[config.mk]
export PLATFORM = sky130hd
export DESIGN_NAME = uart_tx_ctrl
export DESIGN_NICKNAME = d
export VERILOG_FILES = /design/src/rtl/openmips_uart_pkg.sv /design/src/rtl/uart_tx_fifo.sv /design/src/rtl/uart_tx_ctrl.sv
export SDC_FILE = /design/constraint.sdc
export NUM_CORES = 1
export LEC_CHECK = 0
export ABC_AREA = 1
export CORE_MARGIN = 2
export CORE_UTILIZATION = 50
export CTS_CLUSTER_SIZE = 14
export DETAILED_ROUTE_END_ITERATION = 16
export PLACE_DENSITY_LB_ADDON = 0.2
export SLEW_MARGIN = 20
export SYNTH_ARGS = -nofsm -noshare
export SYNTH_HDL_FRONTEND = slang
export SYNTH_SLANG_ARGS = --single-unit
[constraint.sdc]
create_clock -name clk -period 2.4 [get_ports clk]
set_input_delay 0.6 -clock clk [delete_from_list [all_inputs] [get_ports clk]]
set_output_delay 0.6 -clock clk [all_outputs]
set_load 0.05 [all_outputs]
[src/rtl/openmips_uart_pkg.sv]
// Shared definitions for the openmips_min_sopc UART transmitter:
// register offsets (word index adr[3:2]), STATUS bit positions and FSM states.
package openmips_uart_pkg;

   localparam logic [1:0] UART_TXDATA = 2'd0;
   localparam logic [1:0] UART_STATUS = 2'd1;
   localparam logic [1:0] UART_DIV    = 2'd2;

   localparam int unsigned ST_FULL  = 0;
   localparam int unsigned ST_EMPTY = 1;
   localparam int unsigned ST_BUSY  = 2;
   localparam int unsigned ST_OVF   = 3;

   typedef enum logic [1:0] {
      IDLE  = 2'd0,
      START = 2'd1,
      DATA  = 2'd2,
      STOP  = 2'd3
   } uart_tx_state_t;

endpackage

[src/rtl/uart_tx_fifo.sv]
// Synchronous show-ahead FIFO for the UART transmit path.
// Pointers carry an extra wrap bit so full and empty are distinguishable.
// A push while full is accepted only when a pop happens in the same cycle.
module uart_tx_fifo #(
   parameter int unsigned WIDTH = 8,
   parameter int unsigned DEPTH = 16
) (
   input  logic             clk,
   input  logic             rst,
   input  logic             push_i,
   input  logic             pop_i,
   input  logic [WIDTH-1:0] din_i,
   output logic [WIDTH-1:0] dout_o,
   output logic             full_o,
   output logic             empty_o
);

   localparam int unsigned AW = $clog2(DEPTH);

   logic [WIDTH-1:0] mem_q [DEPTH];
   logic [AW:0]      wr_ptr_q;
   logic [AW:0]      rd_ptr_q;
   logic             do_push;
   logic             do_pop;

   assign full_o  = (wr_ptr_q[AW] != rd_ptr_q[AW]) &&
                    (wr_ptr_q[AW-1:0] == rd_ptr_q[AW-1:0]);
   assign empty_o = (wr_ptr_q == rd_ptr_q);
   assign dout_o  = mem_q[rd_ptr_q[AW-1:0]];

   assign do_pop  = pop_i & ~empty_o;
   assign do_push = push_i & (~full_o | do_pop);

   // Pointer update; reset flushes the FIFO.
   always_ff @(posedge clk) begin
      if (rst) begin
         wr_ptr_q <= '0;
         rd_ptr_q <= '0;
      end else begin
         if (do_push) wr_ptr_q <= wr_ptr_q + {{AW{1'b0}}, 1'b1};
         if (do_pop)  rd_ptr_q <= rd_ptr_q + {{AW{1'b0}}, 1'b1};
      end
   end

   // Storage write; contents need no reset since empty gates every read.
   always_ff @(posedge clk) begin
      if (do_push) mem_q[wr_ptr_q[AW-1:0]] <= din_i;
   end

endmodule

[src/rtl/uart_tx_ctrl.sv]
// Wishbone slave UART transmitter: register decode, divisor register,
// TX FIFO and an 8N1 serialiser driving the SoC uart_tx pin.
module uart_tx_ctrl
   import openmips_uart_pkg::*;
#(
   parameter int unsigned FIFO_DEPTH  = 16,
   parameter int unsigned DEFAULT_DIV = 434,
   parameter int unsigned DIV_W       = 16
) (
   input  logic        clk,
   input  logic        rst,
   input  logic        wb_cyc_i,
   input  logic        wb_stb_i,
   input  logic        wb_we_i,
   input  logic [3:0]  wb_adr_i,
   input  logic [3:0]  wb_sel_i,
   input  logic [31:0] wb_dat_i,
   output logic [31:0] wb_dat_o,
   output logic        wb_ack_o,
   output logic        uart_tx
);

   logic             ack_q;
   logic [31:0]      dat_q;
   logic [DIV_W-1:0] div_q, div_d;
   logic             ovf_q;
   uart_tx_state_t   state_q;
   logic [DIV_W-1:0] cnt_q;
   logic [2:0]       bit_q;
   logic [7:0]       shift_q;
   logic             tx_q;

   logic             access;
   logic             fire;
   logic [1:0]       reg_idx;
   logic             wr_txdata;
   logic             rd_status;
   logic             wr_div;
   logic [31:0]      rd_data;
   logic             fifo_full;
   logic             fifo_empty;
   logic [7:0]       fifo_dout;
   logic             tx_pop;
   logic             ovf_set;
   logic [DIV_W-1:0] bit_cycles;
   logic             unused_bits;

   assign access  = wb_cyc_i & wb_stb_i;
   assign fire    = access & ack_q;
   assign reg_idx = wb_adr_i[3:2];

   assign wr_txdata = fire & wb_we_i & (reg_idx == UART_TXDATA) & wb_sel_i[0];
   assign rd_status = fire & ~wb_we_i & (reg_idx == UART_STATUS);
   assign wr_div    = fire & wb_we_i & (reg_idx == UART_DIV);

   assign tx_pop     = ~fifo_empty &
                       ((state_q == IDLE) || ((state_q == STOP) && (cnt_q == '0)));
   assign ovf_set    = wr_txdata & fifo_full & ~tx_pop;
   assign bit_cycles = div_q - DIV_W'(1);

   assign wb_ack_o = ack_q;
   assign wb_dat_o = dat_q;
   assign uart_tx  = tx_q;

   assign unused_bits = ^{wb_adr_i[1:0], wb_sel_i[3:2], wb_dat_i[31:DIV_W]};

   uart_tx_fifo #(
      .WIDTH (8),
      .DEPTH (FIFO_DEPTH)
   ) u_fifo (
      .clk     (clk),
      .rst     (rst),
      .push_i  (wr_txdata),
      .pop_i   (tx_pop),
      .din_i   (wb_dat_i[7:0]),
      .dout_o  (fifo_dout),
      .full_o  (fifo_full),
      .empty_o (fifo_empty)
   );

   // Read mux: register contents sampled when the ack is raised.
   always_comb begin
      rd_data = '0;
      case (reg_idx)
         UART_STATUS: begin
            rd_data[ST_FULL]  = fifo_full;
            rd_data[ST_EMPTY] = fifo_empty;
            rd_data[ST_BUSY]  = (state_q != IDLE);
            rd_data[ST_OVF]   = ovf_q;
         end
         UART_DIV: rd_data[DIV_W-1:0] = div_q;
         default:  rd_data = '0;
      endcase
   end

   // Divisor next value with byte-lane masking; zero is coerced to one.
   always_comb begin
      div_d = div_q;
      if (wr_div) begin
         if (wb_sel_i[0]) div_d[7:0]       = wb_dat_i[7:0];
         if (wb_sel_i[1]) div_d[DIV_W-1:8] = wb_dat_i[DIV_W-1:8];
         if (div_d == '0) div_d = DIV_W'(1);
      end
   end

   // Bus handshake: ack one cycle after strobe, read data held during ack.
   always_ff @(posedge clk) begin
      if (rst) begin
         ack_q <= 1'b0;
         dat_q <= '0;
      end else begin
         ack_q <= access & ~ack_q;
         dat_q <= (access & ~ack_q & ~wb_we_i) ? rd_data : '0;
      end
   end

   // Divisor and sticky overflow; a simultaneous set beats the read-clear.
   always_ff @(posedge clk) begin
      if (rst) begin
         div_q <= DIV_W'(DEFAULT_DIV);
         ovf_q <= 1'b0;
      end else begin
         div_q <= div_d;
         if (ovf_set)        ovf_q <= 1'b1;
         else if (rd_status) ovf_q <= 1'b0;
      end
   end

   // Transmit FSM: baud counter reloads from div_q at every bit boundary,
   // and STOP chains straight into START when another byte is queued.
   always_ff @(posedge clk) begin
      if (rst) begin
         state_q <= IDLE;
         cnt_q   <= '0;
         bit_q   <= '0;
         shift_q <= '0;
         tx_q    <= 1'b1;
      end else begin
         case (state_q)
            IDLE: begin
               if (!fifo_empty) begin
                  state_q <= START;
                  shift_q <= fifo_dout;
                  tx_q    <= 1'b0;
                  cnt_q   <= bit_cycles;
               end
            end
            START: begin
               if (cnt_q == '0) begin
                  state_q <= DATA;
                  tx_q    <= shift_q[0];
                  bit_q   <= '0;
                  cnt_q   <= bit_cycles;
               end else begin
                  cnt_q <= cnt_q - DIV_W'(1);
               end
            end
            DATA: begin
               if (cnt_q == '0) begin
                  cnt_q <= bit_cycles;
                  if (bit_q == 3'd7) begin
                     state_q <= STOP;
                     tx_q    <= 1'b1;
                  end else begin
                     shift_q <= {1'b0, shift_q[7:1]};
                     tx_q    <= shift_q[1];
                     bit_q   <= bit_q + 3'd1;
                  end
               end else begin
                  cnt_q <= cnt_q - DIV_W'(1);
               end
            end
            STOP: begin
               if (cnt_q == '0) begin
                  if (!fifo_empty) begin
                     state_q <= START;
                     shift_q <= fifo_dout;
                     tx_q    <= 1'b0;
                     cnt_q   <= bit_cycles;
                  end else begin
                     state_q <= IDLE;
                  end
               end else begin
                  cnt_q <= cnt_q - DIV_W'(1);
               end
            end
            default: state_q <= IDLE;
         endcase
      end
   end

endmodule

==> results.md, run 1 <==
• **result of the run** completed
• **average size of a mapped cell** 8.78 sq um
• **Util after Layout** 59.4%
• **buffer depth of the longest clock path** 3
• **wire length of the first global-routing pass** 40.0 mm
• **mean routed wirelength per cell** 16.8 microns
• **Pre-Repair DR Iteration Count** 5
• **placer congestion estimate** 0.928
• **number of max-capacitance violations reported** 0
• **worst slew pin tran** 527 ps
• **via count of the first global-routing pass** 7,416
• **post-synthesis instance total** 1,134
• **final hold violations** 0
• **via density per instance** 5.31
• **clock slew at reported path FFs** 60 ps
• **layout overhead on the synthesized area** 16.6%
• **summed instance area of the synthesized netlist** 9960 sq um
• **final period utilization** 95.7%
• **clock insertion delay at the later pin of the skew report** 510 ps
• **Area contributors post-synth** edfxtp_1, dfxtp_1, nand2_1, nand3_1, nor2_1
• **number of top-level pins** 79
• **setup_tns** 0 ps
• **stage delay of the slowest cell on the critical path** 820 ps
• **Bufs and invs on worst path** 1
• **floorplan row count** 51
• **Initial Utilization** 51.0%
• **hold bufs inserted after CTS** 0
• **initial antenna violation count** 0
• **crit path kind** register to output port
• **RSZ-0062 raised after global routing** no
• **PwrDens** 1060 nW/um^2
• **biggest area consumer among synthesized cells** edfxtp_1
• **Core Region** 19,500 sq um
• **overall die width** 145 microns
• **overall track demand over capacity in global routing** 23.8%
• **highest ir drop seen on vdd** 0.000637 V
• **cell chosen for the clock root** clkbuf_16
• **FILL cells** 1,737
• **final number of max-transition violations** 0
• **area after detailed placement** 10,800 sq um
• **remaining antenna violation count** 0
• **crit path max fanout** 4
• **share of Yosys cell area claimed by the top area cell type** 38.6%
• **CP Cell Sequence** clkdlybuf4s50_1
• **Post-CTS Setup Repair Bufs** 0
• **drt drc** 0
• **First DRT Iteration DRCs** 632
• **Clock Skews** 16.7 ps
• **FF+latch count, synth** 206
• **die height** 145 microns
• **number of diodes added for antenna fixing** 0
• **Unique masters post-synth** 50
• **overflow left after global routing** 0
• **area of the die** 21,100 sq um
• **shortest period the worst path allows** 2300 ps
• **leak pwr** 0.00464 uW
• **number of nets in the finished design** 1,266
• **most common cell after layout, fill and taps aside** nand2_1
• **CTS tree** done
• **arrival time at the worst endpoint** 1700 ps
• **sequential share of the synthesized area** 54.3%
• **cell area after layout** 11,600 sq um
• **Max Freq** 436 MHz
• **# setup viols final** 0
• **total via count in the routed design** 7,889
• **fraction of final layout cells sized beyond drive strength 1** 11.7%
• **CTS-repair resized insts** 0
• **Slowest cell on crit path** clkdlybuf4s50_1
• **cell family contributing the most delay on the critical path** buffers and inverters
• **number of synthesis warnings** 0
• **class of the tightest hold or removal check** register to register
• **required time at the endpoint of the critical path** 1800 ps
• **number of buffers added on ports** 42
• **DP Wirelength** 17.4 mm
• **CTS sink cnt** 206
• **total wire length** 25.0 mm
• **maximum level of the CTS H-tree** 1
• **pin count of the biggest net entering global routing** 67
• **final hold slack** 472 ps
• **cts bufs inserted** 23
• **headroom to the max-slew limit** 64.7%
• **type of destination of the critical path** output port
• **kind of launch point of the worst setup path** register
• **top library cells by usage in the layout, fill and taps aside** nand2_1, nand3_1, edfxtp_1
cell families after synthesis:
group	synth area share, %
compound gates	8.53
xor+xnor	1.66
fa+ha+maj	2.01
simple gates	26.8
flops	54.3
buf+inv	6.69
other cells	0.0377
sequential cells by signal (all words and copies together) (netlist names), named ones only:
| name | cells |
|---|---|
| shift_q | 8 |
| uart_tx | 1 |
| u_fifo.wr_ptr_q | 5 |
| cnt_q | 16 |
| u_fifo.mem_q | 128 |
| u_fifo.rd_ptr_q | 5 |
| wb_dat_o | 16 |
| div_q | 16 |
| wb_ack_o | 1 |
| ovf_q | 1 |
| bit_q | 3 |
| state_q | 2 |
stage by stage:
stage	setup slack, ps	total power (uW)	cells
6_report	104	12300	1487
5_1_grt	24.5	13100	1487
4_1_cts	80.6	12300	1487
3_5_place_dp	11.6	8660	1445
3_3_place_gp	17.1	8600	1445
2_1_floorplan	263	7560	1149
routing by layer:
layer	share of wire (%)	track usage (%)	vias to the layer above
met5	0	0	-
li1	-	-	3943
met3	7.7	4.12	45
met1	46	35.2	3645
met2	44	36.2	256
met4	2.5	6.91	0
synth_stat cells (all sizes together):
cell,n
o31ai,1
conb,1
nor4,2
o22ai,5
inv,82
dfxtp,78
or2,1
o211ai,11
o21ai,62
and2,1
clkbuf,27
edfxtp,128
nand2,297
nand3,159
a22oi,3
o21bai,6
xnor2,7
a211oi,3
a21oi,53
nor3,5
o221ai,1
buf,33
a31oi,3
nand4,11
nor2,121
xor2,11
nand3b,1
ha,16
clkinv,4
o311ai,1
final timing paths:
path                            startpoint                  to  slack (ps)  cells after the start
worst min-delay path              bit_q[1]            bit_q[1]         470                      2
worst max-delay path              wb_ack_o            wb_ack_o         100                      1
worst min register to register    bit_q[1]            bit_q[1]         470                      2
worst max register to register    cnt_q[0]  u_fifo.mem_q[0][0]         210                     11
area by class of cell:
type                    count  area [sq um]  share of cell area (%)
flip-flops and latches    206          5410                    46.6
inverters                  86           324                    2.79
clock buffers              32           659                    5.68
repair buffers             91           813                    7.01
well taps                 265           332                    2.86
multi-input cells         797          3940                    34.0
clock inverters            10           131                    1.13
report_power, final:
part           switching (uW)  internal, uW
registers                 201          3960
logic                    3010          1480
clock network            1400          2240
total                    4610          7680
Note: power is estimated with default switching activity, not from simulation.
==> run 2, diff against run 1 <==
--- a/config.mk
+++ b/config.mk
@@ -6,6 +6,7 @@
 export NUM_CORES = 1
 export LEC_CHECK = 0
 export ABC_AREA = 1
+export ABC_CLOCK_PERIOD_IN_PS = 2400
 export CORE_MARGIN = 2
 export CORE_UTILIZATION = 50
 export CTS_CLUSTER_SIZE = 14
==> results of run 2 <==
No change in the layout: final DEF, timing and power equal those of run 1.
==> run 3, diff against run 2 <==
--- a/config.mk
+++ b/config.mk
@@ -6,12 +6,13 @@
 export NUM_CORES = 1
 export LEC_CHECK = 0
 export ABC_AREA = 1
-export ABC_CLOCK_PERIOD_IN_PS = 2400
+export ABC_CLOCK_PERIOD_IN_PS = 2900
 export CORE_MARGIN = 2
 export CORE_UTILIZATION = 50
 export CTS_CLUSTER_SIZE = 14
 export DETAILED_ROUTE_END_ITERATION = 16
-export PLACE_DENSITY_LB_ADDON = 0.2
+export GPL_ROUTABILITY_DRIVEN = 1
+export PLACE_DENSITY = 0.7
 export SLEW_MARGIN = 20
 export SYNTH_ARGS = -nofsm -noshare
 export SYNTH_HDL_FRONTEND = slang
==> constraint.sdc (replaced) <==
create_clock -name clk -period 2.9 [get_ports clk]
set_input_delay 0.725 -clock clk [delete_from_list [all_inputs] [get_ports clk]]
set_output_delay 0.725 -clock clk [all_outputs]
set_load 0.05 [all_outputs]
==> run 3 against run 2 <==
  * Hold slack worse by 3.3 ps
  * Via count shrank 0.13%
  * Routed wire length fell by 4.2%
  * Critical endpoint unchanged
  * Largest cell class unchanged
==> results.md, run 3 (same netlist as run 1, synthesis figures left out) <==
• **result of the run** completed
• **Pre-Repair DR Iteration Count** 5, unchanged
• **# setup viols final** 0, unchanged
• **First DRT Iteration DRCs** 702, +11%
• **CP Cell Sequence** clkdlybuf4s50_1
• **non-filler cells, final** 1,473, -0.94%
• **remaining antenna violation count** 0, unchanged
• **total via count in the routed design** 7,879, -0.13%
• **cts bufs inserted** 22, -4.3%
• **layout overhead on the synthesized area** 14.5%
• **clock slew at reported path FFs** 60 ps, about the same
• **Clock Skews** 18.2 ps, +1.48 ps
• **final number of max-transition violations** 0, unchanged
• **area of the die** 21,100 sq um, unchanged
• **highest ir drop seen on vdd** 0.000573 V, -10%
• **drt drc** 0, unchanged
• **via count of the first global-routing pass** 7,406, -0.13%
• **RSZ-0062 raised after global routing** no
• **buffer depth of the longest clock path** 3, unchanged
• **Max Freq** 407 MHz
• **number of diodes added for antenna fixing** 0, unchanged
• **type of destination of the critical path** output port
• **Core Region** 19,500 sq um, unchanged
• **total wire length** 24.0 mm, -4.2%
• **CTS sink cnt** 206, unchanged
• **overflow left after global routing** 0, unchanged
• **crit path max fanout** 4, unchanged
• **met1 wire length** 10.8 mm, -5.4%
• **leak pwr** 0.00452 uW, -2.6%
• **final period utilization** 84.7%
• **maximum level of the CTS H-tree** 1, unchanged
• **placer congestion estimate** 0.860, -7.4%
• **PwrDens** 852 nW/um^2, -20%
• **CTS-repair resized insts** 0, unchanged
• **CTS tree** done
• **Slowest cell on crit path** clkdlybuf4s50_1
• **cell chosen for the clock root** clkbuf_16
• **max FFs per register** 128, unchanged
• **wire length of the first global-routing pass** 38.4 mm, -4.0%
• **Initial Utilization** 51.0%, unchanged
• **number of max-capacitance violations reported** 0, unchanged
• **fraction of final layout cells sized beyond drive strength 1** 10.3%, -1.4 points
• **crit path kind** register to output port
• **pin count of the biggest net entering global routing** 67, unchanged
• **floorplan row count** 51, unchanged
• **die height** 145 microns, unchanged
• **kind of launch point of the worst setup path** register
• **clock insertion delay at the later pin of the skew report** 520 ps, about the same
• **worst slew pin tran** 725 ps, +198 ps
• **Bufs and invs on worst path** 1, unchanged
• **number of nets in the finished design** 1,253, -1.0%
• **shortest period the worst path allows** 2450 ps
• **hold bufs inserted after CTS** 0, unchanged
• **arrival time at the worst endpoint** 1730 ps, +30 ps
• **via density per instance** 5.35, +0.82%
• **initial antenna violation count** 0, unchanged
• **Post-CTS Setup Repair Bufs** 0, unchanged
• **routed length on met3** 1.57 mm, -18%
• **most common cell after layout, fill and taps aside** nand2_1
• **top library cells by usage in the layout, fill and taps aside** nand2_1, nand3_1, edfxtp_1
• **number of top-level pins** 79, unchanged
• **overall track demand over capacity in global routing** 22.5%, -1.3 points
• **class of the tightest hold or removal check** register to register
• **required time at the endpoint of the critical path** 2170 ps, +370 ps
• **setup_tns** 0 ps, unchanged
• **mean routed wirelength per cell** 16.3 microns, -3.3%
• **overall die width** 145 microns, unchanged
• **cell count after placement** 1,433, -0.83%
• **DP Wirelength** 16.2 mm, -6.8%
• **cell family contributing the most delay on the critical path** buffers and inverters
• **headroom to the max-slew limit** 51.7%, -13 points
• **topmost layer with routed signal wires** met4
• **final hold violations** 0, unchanged
• **sum of met2 wire segment lengths after detailed routing** 11.2 mm, +0.75%
• **number of buffers added on ports** 42, unchanged
• **stage delay of the slowest cell on the critical path** 830 ps, about the same
run 3: cell types whose count changed in the layout (fill, tap and decap cells not counted), sizes merged:
cell and delta:
inv -1, clkbuf -2, bufinv -2, clkinv +3, buf -12
run 3: final timing paths:
kind,to,slack [ps],from,cells past startpoint
worst max register to register,u_fifo.mem_q[5][6],500,cnt_q[0],11
worst min register to register,bit_q[1],470,bit_q[1],2
worst max-delay path,wb_ack_o,450,wb_ack_o,1
worst min-delay path,bit_q[1],470,bit_q[1],2
run 3: report_power, final:
group          internal, uW  total (uW)  switching (uW)  leakage (uW)
Clock                  1550        2700            1150      0.000342
Combinational          1110        3570            2460       0.00239
Sequential             3280        3440             162       0.00178
Total                  5940        9710            3770       0.00452
run 3: per-layer routing:
layer | track usage (%) | vias up
met5 | 0 | -
met3 | 2.80 | 35
met4 | 5.10 | 0
met1 | 32.0 | 3670
met2 | 37.3 | 270
li1 | - | 3904
run 3: through the flow:
stage	hold slack (ps)	total power, uW	setup WS, ps	util, %	cell area (sq um)
2_1_floorplan	433	6260	763	-	10000
3_3_place_gp	456	6970	418	54.8	10700
3_5_place_dp	465	7010	411	54.8	10700
4_1_cts	474	9710	430	58.4	11400
5_1_grt	501	10300	372	58.4	11400
6_report	469	9710	445	58.4	11400
run 3: area by class of cell:
cell class | instances | area [sq um]
clock buffer | 30 | 601
clock inverter | 10 | 96.3
fill | 1767 | 8130
inverter | 86 | 324
multi-input combinational | 797 | 3940
sequential | 206 | 5410
tap | 265 | 332
timing repair buffer | 79 | 698
